[config.mk]
export PLATFORM = sky130hd
export DESIGN_NAME = ahb_region_router
export DESIGN_NICKNAME = d
export VERILOG_FILES = /design/src/rtl/ahb_region_router.sv
export SDC_FILE = /design/constraint.sdc
export NUM_CORES = 1
export LEC_CHECK = 0
export BUFFER_PORTS_ARGS = -buffer_cell sky130_fd_sc_hd__buf_2
export CAP_MARGIN = 10
export CELL_PAD_IN_SITES_DETAIL_PLACEMENT = 1
export CELL_PAD_IN_SITES_GLOBAL_PLACEMENT = 1
export CORE_AREA = 3 3 398 400
export CTS_BUF_LIST = sky130_fd_sc_hd__clkbuf_4
export DETAILED_ROUTE_END_ITERATION = 8
export DIE_AREA = 0 0 401 403
export GPL_ROUTABILITY_DRIVEN = 0
export PLACE_DENSITY_LB_ADDON = 0.1
export SLEW_MARGIN = 20
export SYNTH_ARGS = -nofsm -noshare
export SYNTH_HDL_FRONTEND = slang
export SYNTH_SLANG_ARGS = --single-unit
[constraint.sdc]
create_clock -name HCLK -period 2.6 [get_ports HCLK]
set_input_delay 0.13 -clock HCLK [delete_from_list [all_inputs] [get_ports HCLK]]
set_output_delay 0.13 -clock HCLK [all_outputs]
set_load 0.005 [all_outputs]
[src/rtl/ahb_region_router.sv]
// ---------------------------------------------------------------------------
// ahb_region_router
//
// Purpose:
//   Sits behind the physical-address decoder on the uncore AHB fabric. It turns
//   the decoder's one-hot region selects into per-slave HSEL during the address
//   phase. It then remembers which slave owns the data phase and muxes that
//   slave's HREADYOUT/HRESP/HRDATA back to the master.
//
//   The block also has two error roles:
//   - Default slave for unmapped addresses. Region 0, or a region that has been
//     fenced, gets the standard two-cycle AHB ERROR response.
//   - Watchdog. A slave that inserts TIMEOUT consecutive wait states is
//     answered with an ERROR on its behalf and fenced off until reset.
//
// Ports:
//   HCLK             clock, all state on the rising edge
//   HRESETn          synchronous active-low reset
//   SelRegions       one-hot region select from the address decoder (bit 0 = unmapped)
//   HTRANS           AHB transfer type from the master
//   HSELSlaves       per-slave address-phase select (bit 0 always 0)
//   HREADYOUTSlaves  per-slave ready (bit 0 ignored)
//   HRESPSlaves      per-slave error response (bit 0 ignored)
//   HRDATASlaves     per-slave read data, slice i = [i*XLEN +: XLEN] (slice 0 ignored)
//   HREADY           global ready to the master and all slaves
//   HRESP            response to the master
//   HRDATA           read data to the master
//   HungMask         sticky per-region timeout flags (bit 0 always 0)
// ---------------------------------------------------------------------------
module ahb_region_router #(
  parameter int XLEN     = 64,
  parameter int NREGIONS = 14,
  parameter int TIMEOUT  = 256,
  parameter int CNTW     = $clog2(TIMEOUT)
) (
  input  logic                     HCLK,
  input  logic                     HRESETn,
  input  logic [NREGIONS-1:0]      SelRegions,
  input  logic [1:0]               HTRANS,
  output logic [NREGIONS-1:0]      HSELSlaves,
  input  logic [NREGIONS-1:0]      HREADYOUTSlaves,
  input  logic [NREGIONS-1:0]      HRESPSlaves,
  input  logic [NREGIONS*XLEN-1:0] HRDATASlaves,
  output logic                     HREADY,
  output logic                     HRESP,
  output logic [XLEN-1:0]          HRDATA,
  output logic [NREGIONS-1:0]      HungMask
);

  typedef enum logic [1:0] {
    IDLE = 2'd0,
    ERR1 = 2'd1,
    ERR2 = 2'd2
  } stateT;

  stateT               r_state, w_stateNext;
  logic [NREGIONS-1:0] r_dataSel, w_dataSelNext;
  logic [CNTW-1:0]     r_count, w_countNext;
  logic [NREGIONS-1:0] r_hungMask, w_hungMaskNext;

  logic                w_active;
  logic                w_found;
  logic [NREGIONS-1:0] w_pickOneHot;
  logic                w_dataMapped;
  logic                w_slvReady;
  logic                w_slvResp;
  logic [XLEN-1:0]     w_slvData;
  logic                w_unused;

  // Bit 0 of each per-slave bus belongs to the "no region" pseudo-slave. That
  // is this block itself, so those inputs carry nothing we need. HTRANS[0]
  // only distinguishes IDLE from BUSY and SEQ from NONSEQ, which routing does
  // not care about.
  assign w_unused = ^{HTRANS[0], HREADYOUTSlaves[0], HRESPSlaves[0], HRDATASlaves[XLEN-1:0]};

  assign w_active = HTRANS[1];

  // Address-phase region pick. The lowest set bit above bit 0 wins, so a
  // multi-hot decode from overlapping windows still selects exactly one slave.
  // A region fenced by the watchdog is demoted to region 0, which sends the
  // access to our own default-slave error path instead of the hung slave.
  always_comb begin
    w_pickOneHot = '0;
    w_found      = 1'b0;
    for (int i = 1; i < NREGIONS; i++) begin
      if (!w_found && SelRegions[i]) begin
        w_pickOneHot[i] = 1'b1;
        w_found         = 1'b1;
      end
    end
    if (|(w_pickOneHot & r_hungMask)) begin
      w_pickOneHot = '0;
    end
    if (w_pickOneHot == '0) begin
      w_pickOneHot[0] = 1'b1;
    end
  end

  // Slaves only ever see a select for a real region. Selects are also gated
  // by reset, so nothing downstream is addressed while the fabric is held.
  always_comb begin
    HSELSlaves = '0;
    if (w_active && HRESETn) begin
      HSELSlaves = {w_pickOneHot[NREGIONS-1:1], 1'b0};
    end
  end

  // Data-phase mux from the slave that owns the current data phase. r_dataSel
  // is one-hot or zero, so an AND-OR mux is enough.
  always_comb begin
    w_slvReady = 1'b0;
    w_slvResp  = 1'b0;
    w_slvData  = '0;
    for (int i = 1; i < NREGIONS; i++) begin
      if (r_dataSel[i]) begin
        w_slvReady = w_slvReady | HREADYOUTSlaves[i];
        w_slvResp  = w_slvResp  | HRESPSlaves[i];
        w_slvData  = w_slvData  | HRDATASlaves[i*XLEN +: XLEN];
      end
    end
  end

  assign w_dataMapped = |r_dataSel[NREGIONS-1:1];

  // Master-facing response. In the error states we drive the two-cycle ERROR
  // ourselves and ignore the slave completely, so a late HREADYOUT from a
  // hung slave cannot leak through.
  always_comb begin
    HREADY = 1'b1;
    HRESP  = 1'b0;
    HRDATA = '0;
    unique case (r_state)
      IDLE: begin
        if (w_dataMapped) begin
          HREADY = w_slvReady;
          HRESP  = w_slvResp;
          HRDATA = w_slvData;
        end
      end
      ERR1: begin
        HREADY = 1'b0;
        HRESP  = 1'b1;
      end
      ERR2: begin
        HREADY = 1'b1;
        HRESP  = 1'b1;
      end
      default: begin
        HREADY = 1'b1;
        HRESP  = 1'b0;
      end
    endcase
  end

  assign HungMask = r_hungMask;

  // Next-state logic for the data-phase owner, the error FSM and the watchdog.
  // Accepting an address phase to region 0 and a watchdog expiry cannot happen
  // on the same edge: the first needs HREADY=1, the second needs the owning
  // slave to be stalling HREADY low.
  always_comb begin
    w_stateNext    = r_state;
    w_dataSelNext  = r_dataSel;
    w_countNext    = r_count;
    w_hungMaskNext = r_hungMask;

    if (HREADY) begin
      w_countNext = '0;
      if (w_active) begin
        w_dataSelNext = w_pickOneHot;
        if (w_pickOneHot[0]) begin
          w_stateNext = ERR1;
        end else if (r_state == ERR2) begin
          w_stateNext = IDLE;
        end
      end else begin
        w_dataSelNext = '0;
        if (r_state == ERR2) begin
          w_stateNext = IDLE;
        end
      end
    end else begin
      unique case (r_state)
        IDLE: begin
          if (w_dataMapped && !w_slvReady) begin
            if (r_count == CNTW'(TIMEOUT - 1)) begin
              w_stateNext    = ERR1;
              w_countNext    = '0;
              w_hungMaskNext = r_hungMask | {r_dataSel[NREGIONS-1:1], 1'b0};
            end else begin
              w_countNext = r_count + CNTW'(1);
            end
          end
        end
        ERR1: begin
          w_stateNext = ERR2;
        end
        default: begin
          w_stateNext = r_state;
        end
      endcase
    end
  end

  // State registers with synchronous reset. A reset in the middle of a
  // transfer, an error sequence or a watchdog count drops everything back to
  // idle on that edge and also clears the fence.
  always_ff @(posedge HCLK) begin
    if (!HRESETn) begin
      r_state    <= IDLE;
      r_dataSel  <= '0;
      r_count    <= '0;
      r_hungMask <= '0;
    end else begin
      r_state    <= w_stateNext;
      r_dataSel  <= w_dataSelNext;
      r_count    <= w_countNext;
      r_hungMask <= w_hungMaskNext;
    end
  end

endmodule
==> key figures, run 1 <==
GRT
  • First-pass GRT wire length: 151 mm
  • Gr ovfl total: 0
  • Vias in the first global route: 14361
  • GRT Util Overall: 13.8%
  • Initial antenna violation count: 77
  • Pin count of the biggest net entering global routing: 60

Job
  • Max_cap viols: 0

Timing
  • Setup WS post-layout: -0.236 ns
  • Slew Limit Fails: 0
  • Setup TNS: -0.954 ns
  • F_max: 0.353 GHz
  • Minimum clock period: 2.84 ns
  • Max Clock Skew: 0.0200 ns
  • RSZ-0062 raised after global routing: true
  • Worst-Margin Slew: 1.40 ns
  • Final setup viols: 27
  • Final Hold Fails: 0
  • Hold Slack: 0.102 ns
  • Rel. slew slack: 6.71%
  • Fin crit share: 109%

Worst setup path
  • Critical Path End Type: output pin
  • Cells along the critical path: buf_12 -> a222oi_1 -> a31oi_1 -> buf_2
  • CP Max Fanout: 31
  • Slowest stage delay, CP: 1.24 ns
  • Worst Path Required: 2.47 ns
  • R2R Path Start: r_dataSel[2]
  • Critical path startpoint: r_dataSel[11]
  • Worst Path Arrival: 2.71 ns
  • CP Class: flop to output pin
  • Worst Reg-to-Reg Cells: 10
  • Slowest cell on crit path: a222oi_1
  • Worst setup path end: HRDATA[38]
  • Reg2reg setup slack: 0.15 ns
  • RR Endpoint: r_dataSel[6]
  • CP startpoint kind: flop

Synthesis
  • Adder-Cell Fraction of Synth Area: 0.984%
  • Synthesized area: 6360 um2
  • Mean post-synth cell area: 7.30 um2
  • Fraction of synthesized area in multiplexers: 0.315%
  • Largest family of logic cells by synthesized area: compound AO/OA/AOI/OAI gates
  • Number of flops mapped to enable cells by yosys: 0
  • #FFs+latches synth: 36
  • Simple-Gate Fraction of Synth Area: 13.9%
  • Xor and xnor area share after synthesis: 0%
  • Synth async-reset ratio: 0%
  • Synth Area in Compound Gates: 65.4%
  • Synth Instances: 871
  • Register area share after synthesis: 11.3%
  • Yosys cell types: 50
  • Synth warn: 0
  • Synth Flop Type: dfxtp_1

Clocking
  • Max clock buf depth: 2
  • Clk sink count: 36
  • Worst-skew pair later-pin latency: 0.39 ns
  • H-tree levels: 2
  • Total CTS buffers: 5
  • Clk Tree Root Cell: clkbuf_4
  • CTS tree: done
  • Clock Pin Slew Worst Setup and Hold Paths: 0.11 ns

Floorplan
  • Die Width: 401 um
  • Initial Utilization: 4.08%
  • Die height: 403 um
  • Area of the core: 156000 um2
  • Die area: 162000 um2
  • I/O pin count: 1036
  • FP Rows: 145

Layout
  • Post-route insts no fill: 3914
  • Final core occ: 9.78%
  • Final #Nets: 2784
  • Final instance area: 15200 um2
  • Fillers: 18790
  • Layout cell share with drive strength beyond 1: 62.6%
  • Area grow syn2layout: 139%

Detailed routing
  • Final ANT Viol Nets: 0
  • Routed vias: 13352
  • Number of DRC markers in iteration 0: 1185
  • Drt total wl: 118 mm
  • Vias per cell: 3.41
  • Post-route DRC: 0
  • Wirelength per Cell: 30.2 um
  • First-pass detailed-route iteration total: 6

Pwr
  • VDD IR max: 0.110 mV
  • Lkg Pwr: 6.47 nW
  • Power Dens Cells: 155 nW/um2

Outcome
  • Status: complete, but fails checks
  • Failing checks: negative setup slack

Place
  • DP Wirelength: 100 mm
  • # placed instances: 3867
  • IO Port Bufs: 965
  • Placed instance area: 14400 um2

Worst hold path
  • Hold Path Class: input pin to flop
## worst min path at each step
| stage | from | endpoint | slack (ns) | cells after the start |
|---|---|---|---|---|
| 2_1_floorplan | SelRegions[1] | r_dataSel[1] | 0.25 | 2 |
| 3_3_place_gp | SelRegions[1] | r_dataSel[1] | 0.47 | 3 |
| 3_5_place_dp | r_count[3] | r_count[3] | 0.49 | 1 |
| 4_1_cts | SelRegions[1] | r_dataSel[1] | 0.06 | 3 |
| 5_1_grt | SelRegions[1] | r_dataSel[1] | 0.07 | 3 |
| 6_report | SelRegions[1] | r_dataSel[1] | 0.10 | 3 |
## routing by layer
metal	wire length [um]	share of wire [%]	GRT usage [%]
met1	46900	40	16.2
met2	61100	52	25.8
met4	1580	1.3	1.25
met5	366	0.31	0
met3	8380	7.1	3.66
## through the flow
stage	power, W	setup slack, ns
after floorplan	0.000823	0.457
after global placement	0.00188	-0.112
after detailed placement	0.00189	-0.115
after CTS	0.00238	-0.116
after global routing	0.00253	-0.219
final	0.00235	-0.236
## layout by cell type, fill, tap and decap left out, types with 3 or more instances in the layout
master,instances
nand3_1,14
a31oi_4,11
or3_1,4
a221oi_1,122
a22oi_1,132
and3_1,13
a31oi_2,13
nand2_1,82
a222oi_1,66
nor3b_1,3
buf_2,943
o31ai_1,5
o21ai_0,10
a31oi_1,44
inv_1,6
nor3_1,5
a21oi_1,20
a22oi_2,3
clkbuf_4,5
dfxtp_4,13
a21o_1,10
buf_12,26
buf_6,18
buf_4,89
nor2b_1,18
buf_16,5
nor2_1,17
a221oi_2,7
diode_2,18
nor4_1,3
dfxtp_1,23
a22o_1,65
ha_1,4
## what timing repair did
action                     4_1_cts  5_1_grt
pin swaps                        2        2
buffers inserted                 6       11
gates resized for setup         68       37
hold buffers                     0        0
gates cloned                     4        0
setup endpoints to repair       66       70
## state kept, by name (all words and copies together), names as in the netlist
signal     cells
HungMask      13
r_dataSel     13
r_state        2
r_count        8
## where the power goes
group          total [W]  internal (W)  switching (W)
logic            0.00148      0.000743       0.000739
registers       0.000547      0.000543     0.00000426
clock network   0.000325     0.0000993       0.000226
## layout make-up
type	count	area (um2)	share of cell area (%)
repair buffers	1081	6250	41.0
diodes	18	45.0	0.296
flip-flops and latches	36	769	5.05
well taps	2058	2570	16.9
inverters	7	33.8	0.222
clock inverters	3	13.8	0.0904
clock buffers	5	37.5	0.246
multi-input cells	706	5510	36.2
## cell families after synthesis
logic type               Yosys count
multiplexers                       2
AO/OA/AOI/OAI                    518
flip-flops                        36
adder cells (fa/ha/maj)            5
AND/OR/NAND/NOR                  179
buffers and inverters            130
other                              1
## critical path: cells and delay by family (launching register included)
family	cells	cell delay (ns)
flip-flops	1	0.39
AO/OA/AOI/OAI	2	1.46
buffers and inverters	2	0.38
## synthesized netlist by cell type, types with 3 or more instances
cell type	count	area, um2
or3_1	5	31.3
clkbuf_1	106	398
nand3_1	14	70.1
inv_1	6	22.5
nor2b_1	18	113
nor3b_1	3	22.5
and3_1	13	81.3
dfxtp_1	36	721
a21oi_1	20	100
o31ai_1	5	37.5
a31oi_1	68	425
nor4_1	3	18.8
nand2_1	83	312
a22oi_1	135	1010
a222oi_1	66	661
ha_1	5	62.6
buf_1	11	41.3
a221oi_1	130	1140
nor2_1	18	67.6
a22o_1	65	569
nor3_1	5	25.0
buf_4	3	22.5
a21o_1	10	75.1
o21ai_0	10	50.1
Note: power is estimated with default switching activity, not from simulation.
==> inputs of run 2 (changes only) <==
--- a/config.mk
+++ b/config.mk
@@ -5,14 +5,15 @@
 export SDC_FILE = /design/constraint.sdc
 export NUM_CORES = 1
 export LEC_CHECK = 0
+export ABC_AREA = 1
 export BUFFER_PORTS_ARGS = -buffer_cell sky130_fd_sc_hd__buf_2
 export CAP_MARGIN = 10
 export CELL_PAD_IN_SITES_DETAIL_PLACEMENT = 1
 export CELL_PAD_IN_SITES_GLOBAL_PLACEMENT = 1
-export CORE_AREA = 3 3 398 400
+export CORE_AREA = 3 3 403 405
 export CTS_BUF_LIST = sky130_fd_sc_hd__clkbuf_4
 export DETAILED_ROUTE_END_ITERATION = 8
-export DIE_AREA = 0 0 401 403
+export DIE_AREA = 0 0 406 408
 export GPL_ROUTABILITY_DRIVEN = 0
 export PLACE_DENSITY_LB_ADDON = 0.1
 export SLEW_MARGIN = 20
==> run 2 against run 1 <==
- first-iteration DRC count decreased by 29%
- register-to-register slack improved by 0.12 ns
- critical endpoint is now HRDATA[53]
- synthesized area increased by 16%
- clock-buffer cell count increased by 1
- non-clock buffer count decreased by 2
- critical path type unchanged
- power increased by 58%
- the run still ends with negative setup slack left
- wire length increased by 3.6%
- clock skew decreased by 0.0016 ns
==> key figures, run 2 <==
Outcome
  • Status: complete, but fails checks
  • Failing checks: negative setup slack

Timing
  • Setup WS post-layout: -0.00261 ns (+0.233 ns)
  • RSZ-0062 raised after global routing: true
  • F_max: 0.384 GHz (+9.0%)
  • Final setup viols: 1 (-96%)
  • Worst-Margin Slew: 1.30 ns (-0.0958 ns)
  • Fin crit share: 100% (-9.0 points)
  • Final Hold Fails: 0 (unchanged)
  • Slew Limit Fails: 0 (unchanged)
  • Max Clock Skew: 0.0184 ns (-0.00162 ns)
  • Hold Slack: 0.175 ns (+0.0730 ns)
  • Rel. slew slack: 12.9% (+6.2 points)
  • Minimum clock period: 2.60 ns (-0.233 ns)

Clocking
  • Clk sink count: 36 (unchanged)
  • Clock Pin Slew Worst Setup and Hold Paths: 0.14 ns (+0.03 ns)
  • Clk Tree Root Cell: clkbuf_4
  • H-tree levels: 2 (unchanged)
  • Worst-skew pair later-pin latency: 0.41 ns (+0.02 ns)
  • Max clock buf depth: 2 (unchanged)
  • Total CTS buffers: 5 (unchanged)
  • CTS tree: done

Pwr
  • Power Dens Cells: 231 nW/um2 (+49%)
  • VDD IR max: 0.374 mV (+240%)
  • Lkg Pwr: 7.42 nW (+15%)

Synthesis
  • Synth Instances: 1295 (+49%)
  • Area leader, netlist: nand2_1
  • #FFs+latches synth: 36 (unchanged)
  • Synthesized area: 7340 um2 (+16%)
  • Post-synth top cells: 528 x nand2_1, 148 x a21oi_1, 95 x a221oi_1
  • Yosys cell types: 44 (-12%)
  • Register area share after synthesis: 9.81% (-1.5 points)
  • Dominant cells by area after synthesis: nand2_1 27%, a221oi_1 11%, a22o_1 11%, a21oi_1 10%, dfxtp_1 9.8%
  • Synth Flop Type: dfxtp_1
  • Synth warn: 0 (unchanged)
  • Synth async-reset ratio: 0% (unchanged)
  • Synth top area share: 27.0% (+9.1 points)
  • Number of flops mapped to enable cells by yosys: 0 (unchanged)
  • Mean post-synth cell area: 5.67 um2 (-22%)
  • Cell with the most instances after synthesis: nand2_1

Worst setup path
  • Top delay family on crit path: compound AO/OA/AOI/OAI gates
  • Worst Path Required: 2.47 ns (about the same)
  • Critical Path End Type: output pin
  • CP Class: flop to output pin
  • Worst Path Arrival: 2.47 ns (-0.24 ns)
  • Slowest stage delay, CP: 0.45 ns (-0.79 ns)
  • CP startpoint kind: flop
  • CP Max Fanout: 60 (+94%)
  • Slowest cell on crit path: a221oi_1
  • Cells along the critical path: buf_12 -> buf_4 -> a22o_1 -> a221oi_1 -> a41oi_1 -> buf_2
  • Crit path buf inv count: 3 (+1)

Place
  • DP Wirelength: 102 mm (+1.8%)
  • # placed instances: 4309 (+11%)
  • IO Port Bufs: 965 (unchanged)

Job
  • Max_cap viols: 0 (unchanged)

Layout
  • Most common cell after layout, fill and taps aside: buf_2
  • Post-route insts no fill: 4374 (+12%)
  • Layout cell share with drive strength beyond 1: 51.7% (-11 points)
  • Area grow syn2layout: 120%
  • Most frequent cells in the layout: 954 x buf_2, 524 x nand2_1, 145 x a21oi_1
  • Fillers: 19429 (+3.4%)
  • Final #Nets: 3216 (+16%)

Detailed routing
  • Drt total wl: 123 mm (+3.6%)
  • Number of DRC markers in iteration 0: 841 (-29%)
  • Final ANT Viol Nets: 0 (unchanged)
  • Routed vias: 14717 (+10%)
  • Vias per cell: 3.36 (-1.4%)
  • Wirelength per Cell: 28.1 um (-7.3%)
  • First-pass detailed-route iteration total: 5 (-1)
  • Post-route DRC: 0 (unchanged)

Floorplan
  • Die height: 408 um (+1.2%)
  • Die Width: 406 um (+1.2%)
  • Area of the core: 159000 um2 (+2.0%)
  • Die area: 166000 um2 (+2.5%)
  • I/O pin count: 1036 (unchanged)
  • Initial Utilization: 4.63% (+0.54 points)
  • FP Rows: 146 (+0.69%)

GRT
  • GRT Util Overall: 14.1% (+0.30 points)
  • Gr ovfl total: 0 (unchanged)
  • Initial antenna violation count: 90 (+17%)
  • Pin count of the biggest net entering global routing: 66 (+10%)
  • Vias in the first global route: 15965 (+11%)
  • First-pass GRT wire length: 157 mm (+3.9%)

Worst hold path
  • Hold Path Class: input pin to flop
[run 2: cell types whose count changed after synthesis, sizes merged, moves of 35 or more]
cell    previous run  this run
a31oi             68        26
a41oi              0        37
a222oi            66         0
a221oi           130        95
nand4              0        39
a21oi             20       150
nand2             83       531
inv                6        63
a22oi            135         0
[run 2: what timing repair did]
action                                  4_1_cts  5_1_grt
hold buffers                                  1        0
gates resized for setup                      26       63
gates cloned                                  1        1
endpoints found under the setup margin       27       40
pin swaps                                     3        8
setup buffers                                 4       19
hold endpoints to repair                      1        0
[run 2: kinds of logic (layout without fill, tap and decap cells)]
logic type                 count (synthesis)  count (layout)  synth area share (%)
and+or+nand+nor                          644             644                  37.9
AOI/OAI and AO/OA                        429             429                  41.8
buffers and inverters                    179            1153                  9.44
DFF                                       36              36                  9.81
adders and majority gates                  5               5                 0.852
other                                      1              34                0.0511
xor gates and xnor gates                   1               1                 0.119
[run 2: report_power, final]
part | internal, W | switching [W] | total, W
clock | 0.000212 | 0.000256 | 0.000468
sequential | 0.000557 | 0.0000294 | 0.000586
combinational | 0.00110 | 0.00158 | 0.00268
[run 2: area by class of cell]
class | instances | area [um2] | share of cell area (%)
tap | 2072 | 2590 | 16.1
multi-input combinational | 1081 | 6190 | 38.3
timing repair buffer | 1079 | 6170 | 38.2
clock inverter | 2 | 35.0 | 0.217
inverter | 66 | 263 | 1.63
sequential | 36 | 772 | 4.78
antenna | 32 | 80.1 | 0.496
clock buffer | 6 | 45.0 | 0.279
[run 2: stage by stage]
step                      TNS (ns)  cell area [um2]  total power (W)  setup WS (ns)  utilization, %
after floorplan                  0             7350          0.00135          0.628               -
after global placement           0            15300          0.00324         0.0806            9.65
after detailed placement         0            15300          0.00324          0.177            9.65
after CTS                   -0.238            15600          0.00378        -0.0846            9.84
after global routing         -1.20            16100          0.00402         -0.135            10.1
final                     -0.00261            16100          0.00373       -0.00261            10.2
[run 2: path summary, 6_finish.rpt]
check                                    from      endpoint  slack (ns)  cells past startpoint
worst max-delay path            r_dataSel[12]    HRDATA[53]      -0.003                      6
worst min register to register    HungMask[5]   HungMask[5]        0.50                      2
worst max register to register  r_dataSel[11]   HungMask[2]        0.27                     12
worst min-delay path            SelRegions[1]  r_dataSel[2]        0.17                      4
[run 2: layer usage]
metal | track usage, % | vias to the layer above | routed length [um]
li1 | - | 6694 | -
met1 | 18.3 | 7165 | 53700
met2 | 24.5 | 697 | 59800
met3 | 3.17 | 117 | 8050
met4 | 1.20 | 44 | 913
met5 | 0 | - | 273
[run 2: worst reg2reg max path, cell delays in order (launching register included)]
cell and delay (ns):
dfxtp_4 0.39, buf_4 0.18, a22o_1 0.25, nor2_1 0.09, nand2_1 0.07, a2111oi_2 0.22, buf_4 0.17, nand2_2 0.07
buf_4 0.16, nor4_2 0.21, buf_4 0.25, nand2_1 0.07, a21oi_1 0.12
==> inputs of run 3 (changes only) <==
--- a/config.mk
+++ b/config.mk
@@ -15,7 +15,8 @@
 export DETAILED_ROUTE_END_ITERATION = 8
 export DIE_AREA = 0 0 406 408
 export GPL_ROUTABILITY_DRIVEN = 0
-export PLACE_DENSITY_LB_ADDON = 0.1
+export GPL_TIMING_DRIVEN = 0
+export PLACE_DENSITY = 0.36
 export SLEW_MARGIN = 20
 export SYNTH_ARGS = -nofsm -noshare
 export SYNTH_HDL_FRONTEND = slang
==> run 3 against run 2 <==
- cell area grew 10%
- first-iteration DRC count grew 34%
- maximum frequency shrank 7.2%
- critical endpoint is now HRDATA[40]
- power grew 20%
- critical path type unchanged
- global-route usage grew 3.2 points
- the run still ends with negative setup slack left
- largest cell class is now buffers
- register-to-register slack lost 0.20 ns
==> key figures, run 3 (synthesized netlist as in run 2, its figures left out) <==
Outcome
  • Status: complete, but fails checks
  • Failing checks: negative setup slack

Layout
  • Final #Nets: 3302 (+2.7%)
  • Post-route insts no fill: 4460 (+2.0%)
  • Most frequent cells in the layout: 961 x buf_2, 515 x nand2_1, 141 x a21oi_1
  • Register area: 764 um2 (-0.97%)
  • Final core occ: 11.2% (+1.1 points)
  • Fillers: 19415 (-0.072%)
  • Layout cell share with drive strength beyond 1: 55.8% (+4.1 points)
  • Area grow syn2layout: 143%
  • Most common cell after layout, fill and taps aside: buf_2
  • Footprint of the multi-input gates: 6720 um2 (+8.6%)

Worst setup path
  • Worst Path Required: 2.47 ns (about the same)
  • Critical Path End Type: output pin
  • RR Endpoint: r_count[3]
  • Slowest stage delay, CP: 0.66 ns (+0.21 ns)
  • CP Max Fanout: 6 (-90%)
  • CP Class: flop to output pin
  • Cells along the critical path: a22o_1 -> a221oi_4 -> buf_6 -> nand4_1 -> a211oi_4 -> a41oi_2 -> buf_2
  • R2R Path Start: r_dataSel[5]
  • Worst Path Arrival: 2.67 ns (+0.20 ns)
  • Crit path buf inv count: 2 (-1)
  • Top delay family on crit path: compound AO/OA/AOI/OAI gates
  • Reg2reg setup slack: 0.07 ns (-0.20 ns)
  • CP startpoint kind: flop
  • Worst Reg-to-Reg Cells: 12 (unchanged)
  • Slowest cell on crit path: a211oi_4

Place
  • Post-Place Worst Slack: -1.58 ns (-1.76 ns)
  • IO Port Bufs: 965 (unchanged)
  • DP Wirelength: 135 mm (+32%)
  • # placed instances: 4375 (+1.5%)

Timing
  • Max Clock Skew: 0.0141 ns (-0.00427 ns)
  • Slew Limit Fails: 0 (unchanged)
  • RSZ-0062 raised after global routing: true
  • Final setup viols: 4 (+3)
  • Fin crit share: 108% (+7.8 points)
  • Setup WS post-layout: -0.205 ns (-0.202 ns)
  • Minimum clock period: 2.80 ns (+0.202 ns)
  • Final Hold Fails: 0 (unchanged)
  • F_max: 0.357 GHz (-7.2%)
  • Worst-Margin Slew: 0.961 ns (-0.343 ns)
  • Rel. slew slack: 36.0% (+23 points)
  • Setup TNS: -0.375 ns (-0.372 ns)

GRT
  • Gr ovfl total: 0 (unchanged)
  • GRT Util Overall: 17.3% (+3.2 points)
  • Initial antenna violation count: 98 (+8.9%)
  • First-pass GRT wire length: 183 mm (+16%)
  • Pin count of the biggest net entering global routing: 12 (-82%)
  • Vias in the first global route: 15865 (-0.63%)

Worst hold path
  • Hold Path Class: input pin to flop
  • Worst hold stages: 3 (-1)
  • Hold Startpoint: HRESETn
  • Endpoint, Worst Hold: r_state[0]

Floorplan
  • I/O pin count: 1036 (unchanged)
  • Die Width: 406 um (unchanged)
  • Area of the core: 159000 um2 (unchanged)
  • FP Rows: 146 (unchanged)
  • Die area: 166000 um2 (unchanged)
  • Die height: 408 um (unchanged)
  • Initial Utilization: 4.63% (unchanged)

Clocking
  • Clk sink count: 36 (unchanged)
  • H-tree levels: 2 (unchanged)
  • Total CTS buffers: 5 (unchanged)
  • CTS tree: done
  • Clock Pin Slew Worst Setup and Hold Paths: 0.12 ns (-0.02 ns)
  • Worst-skew pair later-pin latency: 0.38 ns (-0.03 ns)
  • Max clock buf depth: 2 (unchanged)
  • Clk Tree Root Cell: clkbuf_4
  • Hold Buf Count CTS: 0 (-1)

Detailed routing
  • First-pass detailed-route iteration total: 5 (unchanged)
  • Post-route DRC: 0 (unchanged)
  • Routed vias: 15426 (+4.8%)
  • Wirelength per Cell: 33.8 um (+20%)
  • Vias per cell: 3.46 (+2.8%)
  • Drt total wl: 151 mm (+23%)
  • Final ANT Viol Nets: 0 (unchanged)
  • Number of DRC markers in iteration 0: 1123 (+34%)

Pwr
  • Lkg Pwr: 8.20 nW (+11%)
  • VDD IR max: 0.182 mV (-51%)
  • Power Dens Cells: 252 nW/um2 (+9.0%)

Job
  • Max_cap viols: 0 (unchanged)
==> run 3: worst max-delay path by stage <==
stage | from | cells after the start | slack [ns] | end
finish | r_dataSel[11] | 7 | -0.20 | HRDATA[40]
CTS | r_dataSel[3] | 8 | -0.49 | HRDATA[57]
global placement | r_dataSel[1] | 8 | -3.62 | HRDATA[18]
detailed placement | r_dataSel[2] | 9 | -1.58 | HRDATA[9]
global route | r_dataSel[1] | 7 | -0.40 | HRDATA[57]
floorplan | r_dataSel[12] | 12 | 0.63 | r_count[4]
==> run 3: layout make-up <==
| type | instances | share of cell area (%) |
|---|---|---|
| antenna | 32 | 0.449 |
| buffer | 104 | 6.01 |
| clock buffer | 6 | 0.253 |
| clock inverter | 2 | 0.197 |
| inverter | 66 | 1.45 |
| multi-input combinational | 1081 | 37.7 |
| sequential | 36 | 4.29 |
| tap | 2072 | 14.5 |
| timing repair buffer | 1061 | 35.1 |
==> run 3: metal layers <==
layer  vias up  global-route usage, %  share of wire (%)
met1      7461                   23.3                 44
met2       913                   27.9                 45
met3       150                   4.62                8.5
li1       6864                      -                  -
met4        38                   2.91                1.9
met5         -                      0               0.16
==> run 3: stage by stage <==
step                power (W)  instance area (um2)  hold WS, ns
floorplan             0.00135                 7350        0.287
global placement      0.00350                14800        0.463
detailed placement    0.00367                15800        0.467
CTS                   0.00443                17400       0.0851
global route          0.00471                17800        0.107
finish                0.00448                17800        0.114
==> run 3: report_power, final <==
part	switching, W	internal (W)
sequential	0.0000200	0.000559
clock	0.000225	0.000212
combinational	0.00213	0.00134
==> run 3: worst register-to-register path, cell delays in order, from the launching register on <==
cell and delay (ns):
dfxtp_4 0.44, buf_4 0.18, a22o_1 0.18, nor2_2 0.12, nand2_1 0.10, a2111oi_4 0.38, nand2_4 0.15, inv_4 0.11
a21oi_4 0.06, buf_4 0.18, nor2_4 0.16, inv_2 0.15, a221oi_1 0.25
==> run 3: repair_timing <==
item                                    CTS  global route
endpoints found under the setup margin  115            50
gates resized for setup                 298            76
pin swaps                                30            34
cloned                                    1             0
setup buffers                            40            17
